### src/rtl/whitening_pkg.sv
// Shared state / phase encoding for the whitening sequencer and the top-level FastICA controller.
package whitening_pkg;

    localparam int PHASE_W = 4;

    typedef enum logic [PHASE_W-1:0] {
        S_IDLE   = 4'd0,
        S_SUM    = 4'd1,
        S_DIV    = 4'd2,
        S_SUBCOV = 4'd3,
        S_CDRAIN = 4'd4,
        S_SHIFT  = 4'd5,
        S_QR     = 4'd6,
        S_EIG    = 4'd7,
        S_MV1    = 4'd8,
        S_MV2    = 4'd9,
        S_MULTZ  = 4'd10,
        S_ZDRAIN = 4'd11,
        S_DONE   = 4'd12
    } wstate_t;

endpackage

### src/rtl/whitening_phase_cnt.sv
// Per-state cycle counter: cleared on every state change, flags the last cycle of a state of length len.
module whitening_phase_cnt #(
    parameter int CNT_W = 8
) (
    input  logic             clk,
    input  logic             rst,
    input  logic             clr,
    input  logic [CNT_W-1:0] len,
    output logic [CNT_W-1:0] cnt,
    output logic             last_cycle
);

    always_ff @(posedge clk) begin
        if (rst || clr) cnt <= '0;
        else            cnt <= cnt + CNT_W'(1);
    end

    assign last_cycle = (cnt == len - CNT_W'(1));

endmodule

### src/rtl/whitening_seq_ctrl.sv
// Whitening stage sequencer: centering, covariance, QR/eigen, V and Z multiplies.
// Optional QR watchdog with sticky error output under macro WHITEN_QR_TIMEOUT_EN.
module whitening_seq_ctrl
    import whitening_pkg::*;
#(
`ifdef WHITEN_QR_TIMEOUT_EN
    parameter int QR_TIMEOUT = 1024,
`endif
    parameter int N_SAMPLES  = 128,
    parameter int CEN_LAT    = 2,
    parameter int COV_DRAIN  = 2,
    parameter int EIG_CYCLES = 4,
    parameter int MULT_LAT   = 2,
    parameter int CNT_W      = $clog2(N_SAMPLES + CEN_LAT + 1)
) (
    input  logic         CLK_Whitening,
    input  logic         RST_Whitening,
    input  logic         GO_whitening,
    input  logic         QR_busy,
    output logic         Whitening_busy,
    output logic         Whitening_done,
    output logic         En_mem1,
    output logic         GO_cen,
    output logic         En_mem2,
    output logic         GO_cov,
    output logic         GO_QR,
    output logic         En_eig,
    output logic         En_multi_1,
    output logic         En_multi_2,
    output logic         En_mem3,
    output logic         R_w1,
`ifdef WHITEN_QR_TIMEOUT_EN
    output logic         Whitening_err,
`endif
    output logic [3:0]   phase
);

    wstate_t          state, state_nx;
    logic [CNT_W-1:0] cnt, state_len;
    logic             last_cycle, cnt_clr;
    logic             qr_seen, qr_ok, qr_tmo;

    always_ff @(posedge CLK_Whitening) begin
        if (RST_Whitening) state <= S_IDLE;
        else               state <= state_nx;
    end

    // QR_busy seen during the entry cycle counts, so the flag is only cleared outside QR.
    always_ff @(posedge CLK_Whitening) begin
        if (RST_Whitening || state != S_QR) qr_seen <= 1'b0;
        else if (QR_busy)                   qr_seen <= 1'b1;
    end

    assign qr_ok = (state == S_QR) && qr_seen && !QR_busy;

`ifdef WHITEN_QR_TIMEOUT_EN
    localparam int TMO_W = $clog2(QR_TIMEOUT + 1);
    logic [TMO_W-1:0] tmo_cnt;

    always_ff @(posedge CLK_Whitening) begin
        if (RST_Whitening || state != S_QR) tmo_cnt <= '0;
        else                                tmo_cnt <= tmo_cnt + TMO_W'(1);
    end

    assign qr_tmo = (tmo_cnt == TMO_W'(QR_TIMEOUT - 1));

    always_ff @(posedge CLK_Whitening) begin
        if (RST_Whitening)                            Whitening_err <= 1'b0;
        else if (state == S_IDLE && GO_whitening)     Whitening_err <= 1'b0;
        else if (state == S_QR && qr_tmo && !qr_ok)   Whitening_err <= 1'b1;
    end
`else
    assign qr_tmo = 1'b0;
`endif

    always_comb begin
        case (state)
            S_SUM:    state_len = CNT_W'(N_SAMPLES);
            S_SUBCOV: state_len = CNT_W'(N_SAMPLES + CEN_LAT);
            S_CDRAIN: state_len = CNT_W'(COV_DRAIN);
            S_EIG:    state_len = CNT_W'(EIG_CYCLES);
            S_MULTZ:  state_len = CNT_W'(N_SAMPLES);
            S_ZDRAIN: state_len = CNT_W'(MULT_LAT);
            default:  state_len = CNT_W'(1);
        endcase
    end

    whitening_phase_cnt #(.CNT_W(CNT_W)) u_cnt (
        .clk        (CLK_Whitening),
        .rst        (RST_Whitening),
        .clr        (cnt_clr),
        .len        (state_len),
        .cnt        (cnt),
        .last_cycle (last_cycle)
    );

    always_comb begin
        state_nx       = state;
        Whitening_done = 1'b0;
        En_mem1        = 1'b0;
        GO_cen         = 1'b0;
        En_mem2        = 1'b0;
        GO_cov         = 1'b0;
        GO_QR          = 1'b0;
        En_eig         = 1'b0;
        En_multi_1     = 1'b0;
        En_multi_2     = 1'b0;
        En_mem3        = 1'b0;
        R_w1           = 1'b0;
        case (state)
            S_IDLE: if (GO_whitening) state_nx = S_SUM;
            S_SUM: begin
                En_mem1 = 1'b1;
                GO_cen  = 1'b1;
                if (last_cycle) state_nx = S_DIV;
            end
            S_DIV: begin
                GO_cen   = 1'b1;
                state_nx = S_SUBCOV;
            end
            S_SUBCOV: begin
                // cov starts CEN_LAT cycles behind the centering read and drains it after mem1 stops
                GO_cen  = 1'b1;
                En_mem1 = (cnt < CNT_W'(N_SAMPLES));
                En_mem2 = (cnt >= CNT_W'(CEN_LAT));
                GO_cov  = (cnt >= CNT_W'(CEN_LAT));
                R_w1    = (cnt >= CNT_W'(CEN_LAT));
                if (last_cycle) state_nx = S_CDRAIN;
            end
            S_CDRAIN: begin
                GO_cov = 1'b1;
                if (last_cycle) state_nx = S_SHIFT;
            end
            S_SHIFT: begin
                GO_cov   = 1'b1;
                state_nx = S_QR;
            end
            S_QR: begin
                GO_QR = 1'b1;
                if (qr_ok)       state_nx = S_EIG;
                else if (qr_tmo) state_nx = S_IDLE;
            end
            S_EIG: begin
                En_eig = 1'b1;
                if (last_cycle) state_nx = S_MV1;
            end
            S_MV1: begin
                En_mem2    = 1'b1;
                En_multi_1 = 1'b1;
                state_nx   = S_MV2;
            end
            S_MV2: begin
                En_mem2    = 1'b1;
                En_multi_1 = 1'b1;
                En_multi_2 = 1'b1;
                state_nx   = S_MULTZ;
            end
            S_MULTZ: begin
                En_mem2    = 1'b1;
                En_multi_2 = 1'b1;
                En_mem3    = (cnt >= CNT_W'(MULT_LAT));
                if (last_cycle) state_nx = S_ZDRAIN;
            end
            S_ZDRAIN: begin
                En_multi_2 = 1'b1;
                En_mem3    = 1'b1;
                if (last_cycle) state_nx = S_DONE;
            end
            S_DONE: begin
                Whitening_done = 1'b1;
                state_nx       = S_IDLE;
            end
            default: state_nx = S_IDLE;
        endcase
    end

    assign cnt_clr        = (state_nx != state);
    assign Whitening_busy = (state != S_IDLE);
    assign phase          = state;

endmodule
### config.mk
export PLATFORM = sky130hd
export DESIGN_NAME = whitening_seq_ctrl
export DESIGN_NICKNAME = d
export VERILOG_FILES = /design/src/rtl/whitening_pkg.sv /design/src/rtl/whitening_phase_cnt.sv /design/src/rtl/whitening_seq_ctrl.sv
export SDC_FILE = /design/constraint.sdc
export NUM_CORES = 1
export LEC_CHECK = 0
export ABC_AREA = 1
export BUFFER_PORTS_ARGS = -buffer_cell sky130_fd_sc_hd__buf_2
export CORE_MARGIN = 1.5
export CORE_UTILIZATION = 40
export CTS_CLUSTER_DIAMETER = 100
export DETAILED_ROUTE_END_ITERATION = 8
export PLACE_DENSITY = 0.72
export SYNTH_ARGS = -nofsm -noshare
export SYNTH_HDL_FRONTEND = slang
export SYNTH_SLANG_ARGS = --single-unit
### constraint.sdc
create_clock -name CLK_Whitening -period 3 [get_ports CLK_Whitening]
set_input_delay 0.6 -clock CLK_Whitening [delete_from_list [all_inputs] [get_ports CLK_Whitening]]
set_output_delay 0.6 -clock CLK_Whitening [all_outputs]
set_load 0.02 [all_outputs]
After elaboration in Yosys (flattened, before gate mapping)
Cells that the tools add are included.

Bits in registers: 13. Input bits: 4. Output and inout port bits: 16. Logic and storage cells: 57.

Add/sub/neg operators: 2. Order comparisons: 2. Equal/unequal tests: 15. Mux-type cells: 21. Reductions and logical operators: 14.

Operators with widths (count): case mux 4 bit (12 select lines) (1); two-way mux 4 bit (8); case mux 8 bit (4 select lines) (1); equality test 4 bit, second input constant (5); equality test 4 x 3 -> 1 bit, second input constant (4); OR reduction 3 bit (3); adder 8 x 1 -> 8 bit, second input constant (1); equality test 4 x 2 -> 1 bit, second input constant (2); equality test 8 bit (1); >= comparator 8 x 2 -> 1 bit, second input constant (1); less-than comparator 8 bit, second input constant (1); case mux 1 bit (2 select lines) (4); OR reduction 2 bit (4); subtractor 8 x 1 -> 8 bit, second input constant (1); two-way mux 1 bit (7); equality test 4 x 1 -> 1 bit, second input constant (1); logical NOT 4 bit (1); inequality test 4 x 3 -> 1 bit, second input constant (1); inequality test 4 bit (1); nonzero test 4 bit (1); logical AND 1 bit (2); logical OR 1 bit (2); logical NOT 1 bit (1).

Longest topological paths before layout
Depth after elaboration: 9. Depth in mapped cells: 22.

Hierarchy
From an unflattened synthesis, not the netlist that was laid out.

Cell total of the unflattened synthesis: 201. Area total of the unflattened synthesis: 1163.6 um2.

By module, submodules not included: whitening_phase_cnt (instances 1, cells each 113, area an instance 645.6 um2, sequential area each 160.2 um2); whitening_seq_ctrl (instances 1, cells each 88, area an instance 518.0 um2, sequential area each 100.1 um2).

Worst setup path before layout
OpenSTA, ideal clock, no wires.

Kind: flip-flop to flip-flop. From: register state[3] (netlist: phase[3]). To: register u_cnt.cnt[0]. Arrival: 2.368 ns. Data required time: 2.934 ns. Slack: 0.566 ns. Stages on the path, launching flop included: 20. Buffers on the path: 0. Path through: dfxtp_1 nor2_2 nand2_1 nand2_1 o21ai_1 inv_1 ha_1 inv_1 nand2_1 nand2_1 nand3_1 nor2_1 nand2_1 nor2_1 nand3_2 a21oi_2 nand2_1 nand2_1 nand3_2 nor2_1.

Longest elaborated chain between the ends: 9. Elaborated cells between the ends (all ways): 30.

RTL lines: start: declaration (RTL line whitening_seq_ctrl.sv:38) `wstate_t state, state_nx;`; start signal: assignment (RTL line whitening_seq_ctrl.sv:45) `else state <= state_nx;`; equality test 4 bit (tied with other cells) (RTL line whitening_seq_ctrl.sv:77, whitening_seq_ctrl.sv:110); OR reduction 2 bit (no source line); case mux 8 bit (4 select lines) (RTL line whitening_seq_ctrl.sv:77) `case (state)`; subtractor 8 x 1 -> 8 bit (RTL line whitening_phase_cnt.sv:18) `assign last_cycle = (cnt == len - CNT_W'(1));`; equality test 8 bit (RTL line whitening_phase_cnt.sv:18); two-way mux 4 bit (tied with other cells) (RTL line whitening_seq_ctrl.sv:167) `if (last_cycle) state_nx = S_DONE;`; case mux 4 bit (12 select lines) (RTL line whitening_seq_ctrl.sv:110) `case (state)`; inequality test 4 bit (*) (RTL line whitening_seq_ctrl.sv:177) `assign cnt_clr = (state_nx != state);`; logical OR 1 bit (*) (RTL line whitening_phase_cnt.sv:14) `if (rst || clr) cnt <= '0;`; end signal: assignment (RTL line whitening_phase_cnt.sv:15) `else cnt <= cnt + CNT_W'(1);`; end: declaration (RTL line whitening_phase_cnt.sv:9) `output logic [CNT_W-1:0] cnt,`.

Every way passes the cells marked *; elsewhere a longest branch is shown, timed or not. A chain may end at the register's enable or synchronous reset.

Final worst setup path
From: register state[2] (netlist: phase[2]). To: register u_cnt.cnt[3].

Same word-level chain as after synthesis.

==> impl_metrics.csv <==
group,metric,value,unit
sta,relSlewSlack,77.5,%
yosys,syn-num-nets,156,
worst_setup_path,cp_num_cells,19,
clock_tree,clkTransAtPathRegs,0.08,ns
clock_tree,cts_tree,"built",
drt,wl_met2,1.00,mm
cells_and_area,register_area,265,µm²
clock_tree,clk_latency,0.27,ns
worst_setup_path,cp_slowest_stage_delay,0.36,ns
pwr,clkPwrFrac,16.1,%
pwr,power_frac_comb,49.1,%
drt,route.detailed.drc,0,
worst_setup_path,crit_end,"u_cnt.cnt[3]",
pwr,p_switching,0.308,mW
clock_tree,clock_path_buffers,2,
yosys,ys_seq_area_share,27.8,%
cells_and_area,n_fill_cell,240,
worst_setup_path,cp-startpoint,"phase[2]",
floorplan,io_pins,20,
sta,hold_viol,0,
cells_and_area,fin_util,49.0,%
sta,tightest_slew,0.336,ns
worst_setup_path,crit_family,"simple AND/OR/NAND/NOR gates",
sta,layout_min_cycle_time,2.61,ns
drt,dr.max_layer_used,"met4",
cells_and_area,n_antenna_cell,0,
pwr,power_density,613,nW/µm²
floorplan,dieWidth,51.4,µm
cells_and_area,syn_to_final_growth,15.6,%
drt,postRouteAntennaNets,0,
hold_path,hold_class,"register to register",
global_routing,grt_pass1_wl,3.68,mm
yosys,synthDistinctLibCells,26,
worst_setup_path,crit_arrival,2.83,ns
sta,tns,0,ns
global_routing,track_usage,18.5,%
drt,wl_met3,118,µm
sta,max_freq,0.382,GHz
worst_setup_path,worstPathRequired,3.21,ns
yosys,netlist_instances,150,
yosys,synthTopCellsByArea,"dfxtp_1 (28%), nand2_1 (13%), nor2_1 (9.6%)",
place,port_buffers,19,
worst_setup_path,path_class,"register to register",
sta,setup_viol,0,
pwr,p_int,0.357,mW
global_routing,grt_pass1_vias,883,
worst_setup_path,slowest_stage,"dfxtp_2",
worst_setup_path,r2r-end,"u_cnt.cnt[3]",
sta,finalMaxSlewViolations,0,
worst_setup_path,crit_top_cell,"nand2_1",
worst_setup_path,crit_path_start_kind,"register",
worst_setup_path,rrSetupSlack,0.39,ns
clock_tree,cts_buffers,3,
floorplan,die_area,2640,µm²
pwr,irDropWorstVdd,0.000312,V
worst_setup_path,cp-end-kind,"register",
cells_and_area,drive_gt1_share,25.7,%
yosys,netlist.area_leader.share,27.8,%
yosys,syn_area_per_cell,6.25,µm²
worst_setup_path,path_buf_inv,2,
place,gp_congestion,0.883,
worst_setup_path,rr_worst_depth,19,
status,outcome,"completed",
global_routing,grt-ovfl-total,0,
clock_tree,cts_resized,0,
cells_and_area,multi_input_area,568,µm²
drt,avgRoutedWirePerCell,10.9,µm
floorplan,core,2210,µm²
drt,routed_wl,2.17,mm
worst_setup_path,reg2reg_from,"phase[2]",
global_routing,grt_max_degree,11,
pwr,leakagePower,0.588,nW
yosys,yosysWarnings,0,
drt,vias,999,
pwr,total_power,0.665,mW
global_routing,antenna_found_initial,0,
place,hpwl,1.73,mm
drt,wl_met1,1.02,mm
yosys,synth_area,937,µm²
drt,drt_iter0_drc,21,
yosys,yosysTopAreaCell,"dfxtp_1",
worst_setup_path,crit_fanout,8,
drt,vias_per_cell,5.02,
pwr,switching_share,46.4,%
sta,clock_skew,0.00215,ns
yosys,ys_ff_latch,13,
clock_tree,holdBufCountCts,0,
floorplan,die_h,51.4,µm
clock_tree,htreeDepth,1,
flow_run,cap_violations,0,
sta,finalCritPeriodShare,87.2,%
clock_tree,cts_root_buffer,"clkbuf_4",
floorplan,rows,17,
drt,drt-pass1-iter-count,4,
clock_tree,cts_setup_buffers,0,
floorplan,start_util,42.4,%
cells_and_area,fin_nets,178,
worst_setup_path,crit_chain,"nor2_2, nand2_1, nand2_1, o21ai_1, inv_1, ha_1, inv_1, nand2_1, nand2_1, nand3_1, nor2_1, nand2_1, nor2_1, nand3_2, a21oi_2, nand2_1, nand2_1, nand3_2, nor2_1",
pwr,seq_power_share,34.8,%
sta,grt_setup_unrepaired,"false",
clock_tree,clkSinkCount,13,
[worst reg2reg max path: stages, from the launching register on]
cell,delay (ns)
dfxtp_2,0.36
nor2_2,0.31
nand2_1,0.16
nand2_1,0.09
o21ai_1,0.07
inv_1,0.07
ha_1,0.23
inv_1,0.06
nand2_1,0.04
nand2_1,0.06
nand3_1,0.06
nor2_1,0.12
nand2_1,0.06
nor2_1,0.11
nand3_2,0.14
a21oi_2,0.21
nand2_1,0.07
nand2_1,0.07
nand3_2,0.14
nor2_1,0.13
[through the flow]
stage	cell area (µm²)	setup slack [ns]	hold slack (ns)	std cells
after floorplan	937	0.566	0.442	150
after global placement	1050	0.426	0.481	195
after detailed placement	1050	0.313	0.486	195
after CTS	1080	0.289	0.507	199
after global routing	1080	0.0844	0.515	199
final	1080	0.385	0.504	199
[worst min path at each step]
| stage | start | endpoint | slack, ns | depth (start not counted) |
|---|---|---|---|---|
| 2_1_floorplan | u_cnt.cnt[0] | u_cnt.cnt[0] | 0.44 | 1 |
| 3_3_place_gp | u_cnt.cnt[0] | u_cnt.cnt[0] | 0.48 | 1 |
| 3_5_place_dp | u_cnt.cnt[0] | u_cnt.cnt[0] | 0.49 | 1 |
| 4_1_cts | u_cnt.cnt[0] | u_cnt.cnt[0] | 0.51 | 1 |
| 5_1_grt | RST_Whitening | phase[3] | 0.52 | 2 |
| 6_report | u_cnt.cnt[0] | u_cnt.cnt[0] | 0.50 | 1 |
[layout make-up]
type	instances	area share, %
well taps	28	3.23
inverters	25	8.66
multi-input cells	110	52.4
flip-flops and latches	13	24.5
clock buffers	4	2.42
repair buffers	19	8.78
[cell usage in the layout (no fill, tap or decap)]
cell type  instances
nand2_1           32
nor2_1            24
inv_1             19
buf_2             19
dfxtp_1            9
nand3_1            8
inv_2              6
nand2_2            5
o21ai_0            5
nor3_1             5
xor2_1             5
a21oi_1            4
dfxtp_2            4
nor2_2             3
nand4_1            3
clkbuf_4           3
o21ai_1            2
nand3_2            2
o211ai_1           2
ha_1               2
nand3b_1           1
nor4_1             1
nand2_4            1
o22ai_1            1
o21bai_1           1
o221ai_1           1
a21oi_2            1
xnor2_1            1
clkbuf_1           1
[power groups by stage]
stage	Clock (mW)	Combinational [mW]	Sequential, mW
after global placement	0	0.319	0.229
after global routing	0.120	0.370	0.236
after CTS	0.111	0.326	0.228
final	0.107	0.327	0.231
after floorplan	0	0.268	0.219
after detailed placement	0	0.324	0.232
[cells by family (layout without fill, tap and decap cells)]
logic type	count (synthesis)	after routing	share of synthesized area (%)
flops	13	13	27.8
compound gates	17	17	10.8
xor+xnor	6	6	5.61
simple gates	85	85	41.5
fa+ha+maj	2	2	2.67
buf+inv	27	48	11.6
[state kept, by name, summed over array words and instances (netlist names)]
name	cells
phase	4
qr_seen	1
u_cnt.cnt	8
[cell usage after synthesis (all sizes together)]
master	number
o22ai	1
ha	2
o211ai	2
dfxtp	13
nand2	38
o21ai	7
xor2	5
nand3	10
o221ai	1
nor2	27
nor4	1
nand3b	1
nand4	3
a21oi	5
o21bai	1
xnor2	1
nor3	5
buf	2
inv	25
[metal layers]
metal  vias up  global-route usage [%]
met5         -                       0
met4         0                    7.02
met3         4                    4.39
met2        33                    30.8
met1       446                    22.8
li1        516                       -
No activity file was read; power rests on OpenSTA's default activity.
